`src/rtl/float16_mul_arbiter_pkg.sv`:
```
// Shared fp16 format constants and sizing helpers for the multiplier arbiter.
package float16_mul_arbiter_pkg;

    localparam int FP16_W          = 16;
    localparam int FP16_EXP_W      = 5;
    localparam int FP16_FRAC_W     = 10;
    localparam int MUL_LATENCY_DEF = 5;
    localparam int NUM_REQ_DEF     = 4;
    localparam int TAG_DEPTH_DEF   = 8;

    typedef struct packed {
        logic                   sign;
        logic [FP16_EXP_W-1:0]  exp;
        logic [FP16_FRAC_W-1:0] frac;
    } fp16_t;

    // Tag width is $clog2(NUM_REQ), kept at least one bit wide.
    function automatic int tag_w(input int num_req);
        return (num_req < 2) ? 1 : $clog2(num_req);
    endfunction

endpackage

```
`src/rtl/float16_mul_arbiter_tag_fifo.sv`:
```
// In-order tag FIFO: remembers which requester owns each multiply in flight.
module float16_mul_arbiter_tag_fifo #(
    parameter int DEPTH = 8,
    parameter int WIDTH = 2,
    parameter int CNT_W = $clog2(DEPTH + 1)
) (
    input  logic             clk,
    input  logic             rst_b,
    input  logic             i_push,
    input  logic [WIDTH-1:0] i_push_data,
    input  logic             i_pop,
    output logic [WIDTH-1:0] o_pop_data,
    output logic             o_full,
    output logic             o_empty,
    output logic [CNT_W-1:0] o_count
);

    localparam int PTR_W = (DEPTH < 2) ? 1 : $clog2(DEPTH);

    logic [WIDTH-1:0] r_mem [DEPTH];
    logic [PTR_W-1:0] r_wr_ptr;
    logic [PTR_W-1:0] r_rd_ptr;
    logic [CNT_W-1:0] r_count;
    logic             w_push;
    logic             w_pop;

    assign o_full     = (r_count == CNT_W'(DEPTH));
    assign o_empty    = (r_count == '0);
    assign o_count    = r_count;
    assign o_pop_data = r_mem[r_rd_ptr];
    assign w_push     = i_push & ~o_full;
    assign w_pop      = i_pop & ~o_empty;

    // Explicit wrap so non-power-of-two depths still cycle through DEPTH slots.
    function automatic logic [PTR_W-1:0] ptr_inc(input logic [PTR_W-1:0] p);
        return (p == PTR_W'(DEPTH - 1)) ? '0 : p + PTR_W'(1);
    endfunction

    always_ff @(posedge clk) begin
        if (w_push) begin
            r_mem[r_wr_ptr] <= i_push_data;
        end
    end

    always_ff @(posedge clk) begin
        if (rst_b) begin
            r_wr_ptr <= '0;
            r_rd_ptr <= '0;
            r_count  <= '0;
        end else begin
            if (w_push) begin
                r_wr_ptr <= ptr_inc(r_wr_ptr);
            end
            if (w_pop) begin
                r_rd_ptr <= ptr_inc(r_rd_ptr);
            end
            case ({w_push, w_pop})
                2'b10:   r_count <= r_count + CNT_W'(1);
                2'b01:   r_count <= r_count - CNT_W'(1);
                default: r_count <= r_count;
            endcase
        end
    end

endmodule

```
`src/rtl/float16_mul_arbiter.sv`:
```
// Round-robin sharing of one pipelined fp16 multiplier among NUM_REQ lanes,
// with an in-order tag FIFO steering each product back to its issuer.
module float16_mul_arbiter
    import float16_mul_arbiter_pkg::*;
#(
    parameter int NUM_REQ     = NUM_REQ_DEF,
    parameter int MUL_LATENCY = MUL_LATENCY_DEF,
    parameter int TAG_DEPTH   = TAG_DEPTH_DEF
) (
    input  logic                      clk,
    input  logic                      rst_b,
    input  logic [NUM_REQ-1:0]        req_valid,
    output logic [NUM_REQ-1:0]        req_ready,
    input  logic [FP16_W*NUM_REQ-1:0] req_data_a,
    input  logic [FP16_W*NUM_REQ-1:0] req_data_b,
    output logic [NUM_REQ-1:0]        res_valid,
    output logic [FP16_W-1:0]         res_data,
    output logic                      mul_de_in,
    output logic [FP16_W-1:0]         mul_data_a,
    output logic [FP16_W-1:0]         mul_data_b,
    input  logic                      mul_de_out,
    input  logic [FP16_W-1:0]         mul_data_out,
    output logic [3:0]                inflight,
    output logic                      err_orphan
);

    localparam int TAG_W = tag_w(NUM_REQ);
    // A FIFO shallower than the pipeline plus two would throttle a lone streaming lane.
    localparam int FIFO_DEPTH = (TAG_DEPTH < MUL_LATENCY + 2) ? MUL_LATENCY + 2 : TAG_DEPTH;
    localparam int CNT_W = $clog2(FIFO_DEPTH + 1);

    fp16_t            w_op_a [NUM_REQ];
    fp16_t            w_op_b [NUM_REQ];
    logic [TAG_W-1:0] r_ptr;
    logic [TAG_W-1:0] w_hi_idx;
    logic [TAG_W-1:0] w_lo_idx;
    logic             w_hi_found;
    logic             w_lo_found;
    logic [TAG_W-1:0] w_grant;
    logic [TAG_W-1:0] w_ptr_next;
    logic             w_xfer;
    logic             w_full;
    logic             w_empty;
    logic             w_pop;
    logic [TAG_W-1:0] w_pop_tag;
    logic [CNT_W-1:0] w_count;

    fp16_t               r_mul_a;
    fp16_t               r_mul_b;
    logic                r_mul_de_in;
    logic [NUM_REQ-1:0]  r_res_valid;
    logic [FP16_W-1:0]   r_res_data;
    logic                r_err_orphan;

    generate
        for (genvar gi = 0; gi < NUM_REQ; gi++) begin : g_unpack
            assign w_op_a[gi] = req_data_a[FP16_W*gi +: FP16_W];
            assign w_op_b[gi] = req_data_b[FP16_W*gi +: FP16_W];
        end
    endgenerate

    // Two-pass scan: lowest valid index at/above ptr wins, else lowest valid overall.
    always_comb begin
        w_hi_found = 1'b0;
        w_lo_found = 1'b0;
        w_hi_idx   = '0;
        w_lo_idx   = '0;
        for (int i = NUM_REQ - 1; i >= 0; i--) begin
            if (req_valid[i]) begin
                w_lo_found = 1'b1;
                w_lo_idx   = TAG_W'(i);
                if (i >= int'(r_ptr)) begin
                    w_hi_found = 1'b1;
                    w_hi_idx   = TAG_W'(i);
                end
            end
        end
    end

    assign w_grant    = w_hi_found ? w_hi_idx : w_lo_idx;
    assign w_xfer     = w_lo_found & ~w_full;
    assign req_ready  = w_xfer ? (NUM_REQ'(1) << w_grant) : '0;
    assign w_ptr_next = (w_grant == TAG_W'(NUM_REQ - 1)) ? '0 : w_grant + TAG_W'(1);
    assign w_pop      = mul_de_out & ~w_empty;

    float16_mul_arbiter_tag_fifo #(
        .DEPTH (FIFO_DEPTH),
        .WIDTH (TAG_W),
        .CNT_W (CNT_W)
    ) u_tag_fifo (
        .clk         (clk),
        .rst_b       (rst_b),
        .i_push      (w_xfer),
        .i_push_data (w_grant),
        .i_pop       (mul_de_out),
        .o_pop_data  (w_pop_tag),
        .o_full      (w_full),
        .o_empty     (w_empty),
        .o_count     (w_count)
    );

    always_ff @(posedge clk) begin
        if (rst_b) begin
            r_ptr        <= '0;
            r_mul_de_in  <= 1'b0;
            r_mul_a      <= '0;
            r_mul_b      <= '0;
            r_res_valid  <= '0;
            r_res_data   <= '0;
            r_err_orphan <= 1'b0;
        end else begin
            r_mul_de_in <= w_xfer;
            if (w_xfer) begin
                r_ptr   <= w_ptr_next;
                r_mul_a <= w_op_a[w_grant];
                r_mul_b <= w_op_b[w_grant];
            end
            r_res_valid <= w_pop ? (NUM_REQ'(1) << w_pop_tag) : '0;
            if (w_pop) begin
                r_res_data <= mul_data_out;
            end
            if (mul_de_out && w_empty) begin
                r_err_orphan <= 1'b1;
            end
        end
    end

    assign mul_de_in  = r_mul_de_in;
    assign mul_data_a = r_mul_a;
    assign mul_data_b = r_mul_b;
    assign res_valid  = r_res_valid;
    assign res_data   = r_res_data;
    assign err_orphan = r_err_orphan;
    assign inflight   = 4'(w_count);

endmodule

```
`config.mk`:
```
export PLATFORM = sky130hd
export DESIGN_NAME = float16_mul_arbiter
export DESIGN_NICKNAME = d
export VERILOG_FILES = /design/src/rtl/float16_mul_arbiter_pkg.sv /design/src/rtl/float16_mul_arbiter_tag_fifo.sv /design/src/rtl/float16_mul_arbiter.sv
export SDC_FILE = /design/constraint.sdc
export NUM_CORES = 1
export LEC_CHECK = 0
export CORE_ASPECT_RATIO = 2
export CORE_UTILIZATION = 40
export CTS_CLUSTER_DIAMETER = 200
export CTS_CLUSTER_SIZE = 28
export DETAILED_ROUTE_END_ITERATION = 16
export MAX_ROUTING_LAYER = met4
export PLACE_DENSITY = 0.87
export SKIP_LAST_GASP = 1
export SLEW_MARGIN = 20
export SYNTH_ARGS = -nofsm -noshare
export SYNTH_HDL_FRONTEND = slang
export SYNTH_SLANG_ARGS = --single-unit
```
`constraint.sdc`:
```
create_clock -name clk -period 6.2 [get_ports clk]
set_input_delay 1.24 -clock clk [delete_from_list [all_inputs] [get_ports clk]]
set_output_delay 1.24 -clock clk [all_outputs]
set_load 0.005 [all_outputs]
```
**Yosys cells after proc, flatten, opt, wreduce, memory -nomap -nowiden**

Memory sizes are Yosys's and may differ from the RTL's. A register that Yosys moved wholly into a read port is not among the register bits.
Index checks and enable logic that the tools add are counted.

- Bits in registers: 66
- Memory bits (writable): 16
- Input port bits: 151
- Output and inout bits: 62
- Memories: 1

- $add $sub $neg: 5
- $lt $le $gt $ge: 4
- Equal/unequal tests: 6
- Shift operators: 2
- Multiplexer cells: 36
- Bitwise logic cells: 7
- Reduce and logical (&&, ||, !) cells: 4

Memory list:

| memory | words | width | read ports | clocked after memory_dff | wr ports | RTL line | text |
|---|---|---|---|---|---|---|---|
| u_tag_fifo.r_mem | 8 | 2 | 1 | 1 | 1 | float16_mul_arbiter_tag_fifo.sv:20 | `logic [WIDTH-1:0] r_mem [DEPTH];` |

Operators by type and width:

| kind | number |
|---|---|
| binary-select mux 16 bit (select 2 bit) | 2 |
| 2-to-1 mux 16 bit | 4 |
| 2-to-1 mux 2 bit | 12 |
| 2-to-1 mux 1 bit | 12 |
| 2-to-1 mux 3 bit | 4 |
| case mux 4 bit (2 select lines) | 1 |
| left shift 1 x 2 -> 4 bit, first input constant | 2 |
| adder 3 x 1 -> 3 bit, second input constant | 2 |
| equality test 3 bit, second input constant | 2 |
| adder 4 x 1 -> 4 bit, second input constant | 1 |
| equality test 2 bit, second input constant | 2 |
| equality test 4 bit, second input constant | 1 |
| >= comparator 1 x 2 -> 1 bit, first input constant | 2 |
| logical NOT 4 bit | 1 |
| 2-to-1 mux 4 bit | 1 |
| subtractor 4 x 1 -> 4 bit, second input constant | 1 |
| bitwise AND 1 bit | 3 |
| >= comparator 3 bit, second input constant | 1 |
| inverter 1 bit | 3 |
| inverter 2 -> 3 bit | 1 |
| adder 2 x 1 -> 2 bit, second input constant | 1 |
| equality test 2 x 1 -> 1 bit, second input constant | 1 |
| >= comparator 2 bit, first input constant | 1 |
| nonzero test 2 bit | 1 |
| other kinds (2) | 2 |

**Logic depth before layout (Yosys ltp)**

- Depth in word-level cells: 12
- Depth in mapped cells: 15
- Depth with buffers taken out: 10

**Hierarchy**

Synthesis repeated with hierarchy kept, for this count alone.

- Cells, all modules: 394
- Area total of the unflattened synthesis: 4121.5 um^2

Modules (own cells, without submodules):

| module | times used | cells each | area an instance (um^2) | sequential area each (um^2) |
|---|---|---|---|---|
| float16_mul_arbiter | 1 | 295 | 2836.5 | 1121.1 |
| float16_mul_arbiter_tag_fifo | 1 | 99 | 1285.0 | 740.7 |

**Worst setup path before layout**

Ideal clock, no wire load.

- Kind: input to output
- Start point: input req_valid[1]
- End point: output req_ready[2]
- Arrival: 2.658 ns
- Required time: 4.960 ns
- Path slack: 2.302 ns
- Stages on the path: 8
- Path buffers: 4
- Cell sequence: or4_1 clkbuf_1 and2_4 buf_6 clkinv_8 buf_2 buf_2 nor2_1

- Cells in the longest elaborated chain, start to end: 6
- Elaborated cells between the ends (all ways): 14
- Those cells by class: 1 x shift; 12 x mux; 1 x bitwise

RTL lines:

| item | RTL line | text |
|---|---|---|
| from (decl) | float16_mul_arbiter.sv:12 | `input logic [NUM_REQ-1:0] req_valid,` |
| 2-to-1 mux 2 bit or 2-to-1 mux 1 bit (tied branches) | float16_mul_arbiter.sv:69 | `if (req_valid[i]) begin` |
| 2-to-1 mux 2 bit or 2-to-1 mux 1 bit (tied branches) | float16_mul_arbiter.sv:72 | `if (i >= int'(r_ptr)) begin` |
| 2-to-1 mux 2 bit or 2-to-1 mux 1 bit (tied branches) | float16_mul_arbiter.sv:69 |  |
| 2-to-1 mux 2 bit | float16_mul_arbiter.sv:80 | `assign w_grant = w_hi_found ? w_hi_idx : w_lo_idx;` |
| left shift 1 x 2 -> 4 bit | float16_mul_arbiter.sv:82 | `assign req_ready = w_xfer ? (NUM_REQ'(1) << w_grant) : '0;` |
| 2-to-1 mux 4 bit * | float16_mul_arbiter.sv:82 |  |
| to (decl) | float16_mul_arbiter.sv:13 | `output logic [NUM_REQ-1:0] req_ready,` |

Mark *: on every way between the ends. The rest lies on a longest branch, timed or not.

**Final worst setup path**

- Start point: input req_valid[0]
- End point: output req_ready[1]

- Cells in the longest elaborated chain, start to end: 4
- Elaborated cells between the ends (all ways): 8
- Those cells by class: 1 x shift; 6 x mux; 1 x bitwise

RTL lines:

| item | RTL line |
|---|---|
| 2-to-1 mux 2 bit or 2-to-1 mux 1 bit (tied branches) | float16_mul_arbiter.sv:69 |
| 2-to-1 mux 2 bit | float16_mul_arbiter.sv:80 |
| left shift 1 x 2 -> 4 bit | float16_mul_arbiter.sv:82 |
| 2-to-1 mux 4 bit * | float16_mul_arbiter.sv:82 |

Marks and branches as above.

==> impl_metrics.json <==
{
  "p_comb_share_pct": 34.6,
  "p_seq_share_pct": 37.7,
  "dr.pass1.iters": 5,
  "synth-xor-area-share_pct": 0.799,
  "clkPwrFrac_pct": 27.8,
  "synth_compound_area_share_pct": 15.2,
  "clockBufferDepth": 2,
  "timing_worst_setup_path_type": "input port to output pin",
  "regToRegEndpoint": "u_tag_fifo.o_count[2]",
  "synthMuxAreaShare_pct": 10.8,
  "core_area_um2": 10600,
  "synth_area_leaders": "dfxtp_1, edfxtp_1, nand2_1",
  "slew_violations": 0,
  "p_switching_uw": 614,
  "p_leak_uw": 0.00249,
  "avgRoutedWirePerCell_um": 18.2,
  "ys_types": 47,
  "tns_ns": 0,
  "grt_pass1_vias": 4586,
  "run_status": "completed",
  "vias": 4680,
  "layout_commonest_cell": "clkdlybuf4s50_1",
  "syn_to_final_growth_pct": 55.6,
  "synth-edff-count": 16,
  "hold_path_end": "res_data[3]",
  "post_cts_resized": 0,
  "crit_path_start_kind": "input port",
  "ir_drop_uv": 171,
  "reg2reg_depth": 10,
  "fmax_mhz": 183,
  "htree_levels": 3,
  "cpPeakStageDelay_ns": 0.73,
  "ys_ff_latch": 85,
  "netlist_instances": 490,
  "numCtsBuffers": 9,
  "dominantRegCellSynth": "dfxtp_1",
  "yosysWarnings": 0,
  "final-setup-viol-count": 0,
  "layout.nets": 831,
  "viasPerCell": 5.74,
  "finalCritPeriodShare_pct": 88.0,
  "cpLargestDelayFamily": "buffers and inverters",
  "hold_ws_ns": 0.454,
  "swShare_pct": 31.6,
  "hpwl_um": 10800,
  "syn_nets": 648,
  "track_usage_pct": 26.4,
  "io_buffers": 212,
  "place_congestion": 0.825,
  "routed_wl_um": 14800,
  "grt_pass1_wl_um": 22800,
  "grt_max_degree": 70,
  "synth_top_area_share_pct": 31.5,
  "std_cell_rows": 53,
  "cts.sinks": 85,
  "reg2reg_slack_ns": 2.22,
  "ios": 213,
  "cp.required_ns": 4.96,
  "cts.clk_slew.worst_paths_ns": 0.06,
  "syn_area_per_cell_um2": 8.95,
  "min_from": "res_data[3]",
  "die_w_um": 76.1,
  "drc": 0,
  "grt_overflow": 0,
  "cp.arrival_ns": 4.22,
  "hp-class": "flip-flop to flip-flop",
  "slowest_stage": "and2_4",
  "maxCapViolCount": 0,
  "drt_iter0_markers": 243,
  "path_common_cell": "clkdlybuf4s50_1",
  "die_h_um": 150,
  "layout-drive-gt1-share_pct": 7.82,
  "whs_path_depth": 2,
  "crit_path_end_kind": "output pin",
  "antenna_found_initial": 1,
  "worst_pin_slew_ns": 1.08,
  "mostFrequentLayoutCells": "clkdlybuf4s50_1, nand2_1, dfxtp_1, a21oi_1, nand3_1",
  "initial_core_util_pct": 41.3,
  "fin_worst_skew_ns": 0.0119,
  "drtAntennaViolNets": 0,
  "pwr_density_cell_nw_per_um2": 285,
  "slew_headroom_pct": 28.2,
  "synth_fa_ha_area_share_pct": 2.00,
  "p_int_uw": 1330,
  "synth_top_family_by_area": "simple AND/OR/NAND/NOR gates",
  "crit_fanout": 69,
  "ys_seq_area_share_pct": 42.4,
  "synth_simple_gate_area_share_pct": 23.1,
  "dieArea_um2": 11400,
  "cts_root_buffer": "clkbuf_16",
  "rsz0062_at_grt": "false",
  "clock_latency_ns": 0.35,
  "netlist_area_um2": 4390,
  "min_period_ns": 5.46,
  "path_cells": "clkdlybuf4s50_1, or4_1, and2_4, clkinv_8, nor3_1, clkdlybuf4s50_1",
  "r2r-start": "u_tag_fifo.o_count[1]",
  "hold_buffers": 0,
  "postCtsSetupRepairBufs": 0,
  "yosysTopAreaCell": "dfxtp_1",
  "critical_path_buf_inv_count": 3,
  "hold_violations": 0,
  "cts_tree": "yes",
  "async_flop_share_pct": 0
}
==> cell usage after synthesis, drive strengths merged (4+ instances only) <==
cell / number
nand3: 47
dfxtp: 69
nand2: 81
nand4: 14
mux2: 18
nor3: 9
a41oi: 14
mux4: 4
buf: 17
a221o: 18
ha: 7
clkbuf: 28
edfxtp: 16
nor2: 14
a21oi: 59
inv: 4
and4: 14
mux2i: 18
o21ai: 5
==> state kept, by name, summed over array words and instances (netlist names), named ones only <==
name,cells
mul_data_a,16
mul_data_b,16
res_data,16
u_tag_fifo.r_mem,16
res_valid,4
u_tag_fifo.o_count,4
u_tag_fifo.r_rd_ptr,3
u_tag_fifo.r_wr_ptr,3
r_ptr,2
err_orphan,1
mul_de_in,1
==> final cells by class <==
cell class | count | area, um^2
Antenna cell | 1 | 2.50
Clock buffer | 11 | 254
Clock inverter | 5 | 45.0
Fill cell | 860 | 3780
Inverter | 7 | 38.8
Multi-Input combinational cell | 353 | 2300
Sequential cell | 85 | 1860
Tap cell | 137 | 171
Timing Repair Buffer | 217 | 2150
==> per-stage QoR <==
stage	util (%)	setup slack [ns]	instance area, um^2	power, uW	cells
final	64.3	0.744	6830	1940	816
after global routing	64.3	0.536	6830	2040	816
after CTS	64.3	0.778	6820	1950	815
after detailed placement	61.5	0.816	6520	1410	799
after global placement	61.4	0.921	6520	1370	799
after floorplan	-	2.30	4390	1070	490
==> worst max path at each step <==
| stage | start | to | slack (ns) | cells after the start |
|---|---|---|---|---|
| 2_1_floorplan | req_valid[1] | req_ready[2] | 2.30 | 8 |
| 3_3_place_gp | req_valid[0] | req_ready[3] | 0.92 | 6 |
| 3_5_place_dp | req_valid[0] | req_ready[1] | 0.82 | 6 |
| 4_1_cts | req_valid[0] | req_ready[1] | 0.78 | 6 |
| 5_1_grt | req_valid[2] | req_ready[0] | 0.54 | 6 |
| 6_report | req_valid[0] | req_ready[1] | 0.74 | 6 |
==> per-layer routing <==
layer	GRT usage, %	up-vias	share of wire [%]
met5	-	-	0
met2	47.7	263	54
li1	-	2175	-
met1	25.8	2188	34
met4	17.4	0	5.3
met3	4.79	54	5.9
==> power groups by stage <==
stage | logic (uW) | clock network, uW | registers [uW]
global route | 723 | 572 | 743
detailed placement | 666 | 0 | 742
floorplan | 344 | 0 | 729
finish | 672 | 540 | 732
CTS | 673 | 546 | 731
global placement | 637 | 0 | 736
==> kinds of logic after synthesis <==
| group | Yosys count |
|---|---|
| fa+ha+maj | 7 |
| mux | 40 |
| compound gates | 101 |
| flops | 85 |
| xor+xnor | 4 |
| buf+inv | 52 |
| simple gates | 201 |
==> worst min-delay path, stage by stage, from the launching register on <==
cell and delay (ns):
dfxtp_1 0.31, nand2_1 0.05, a21oi_1 0.05
Note: power is estimated with default switching activity, not from simulation.
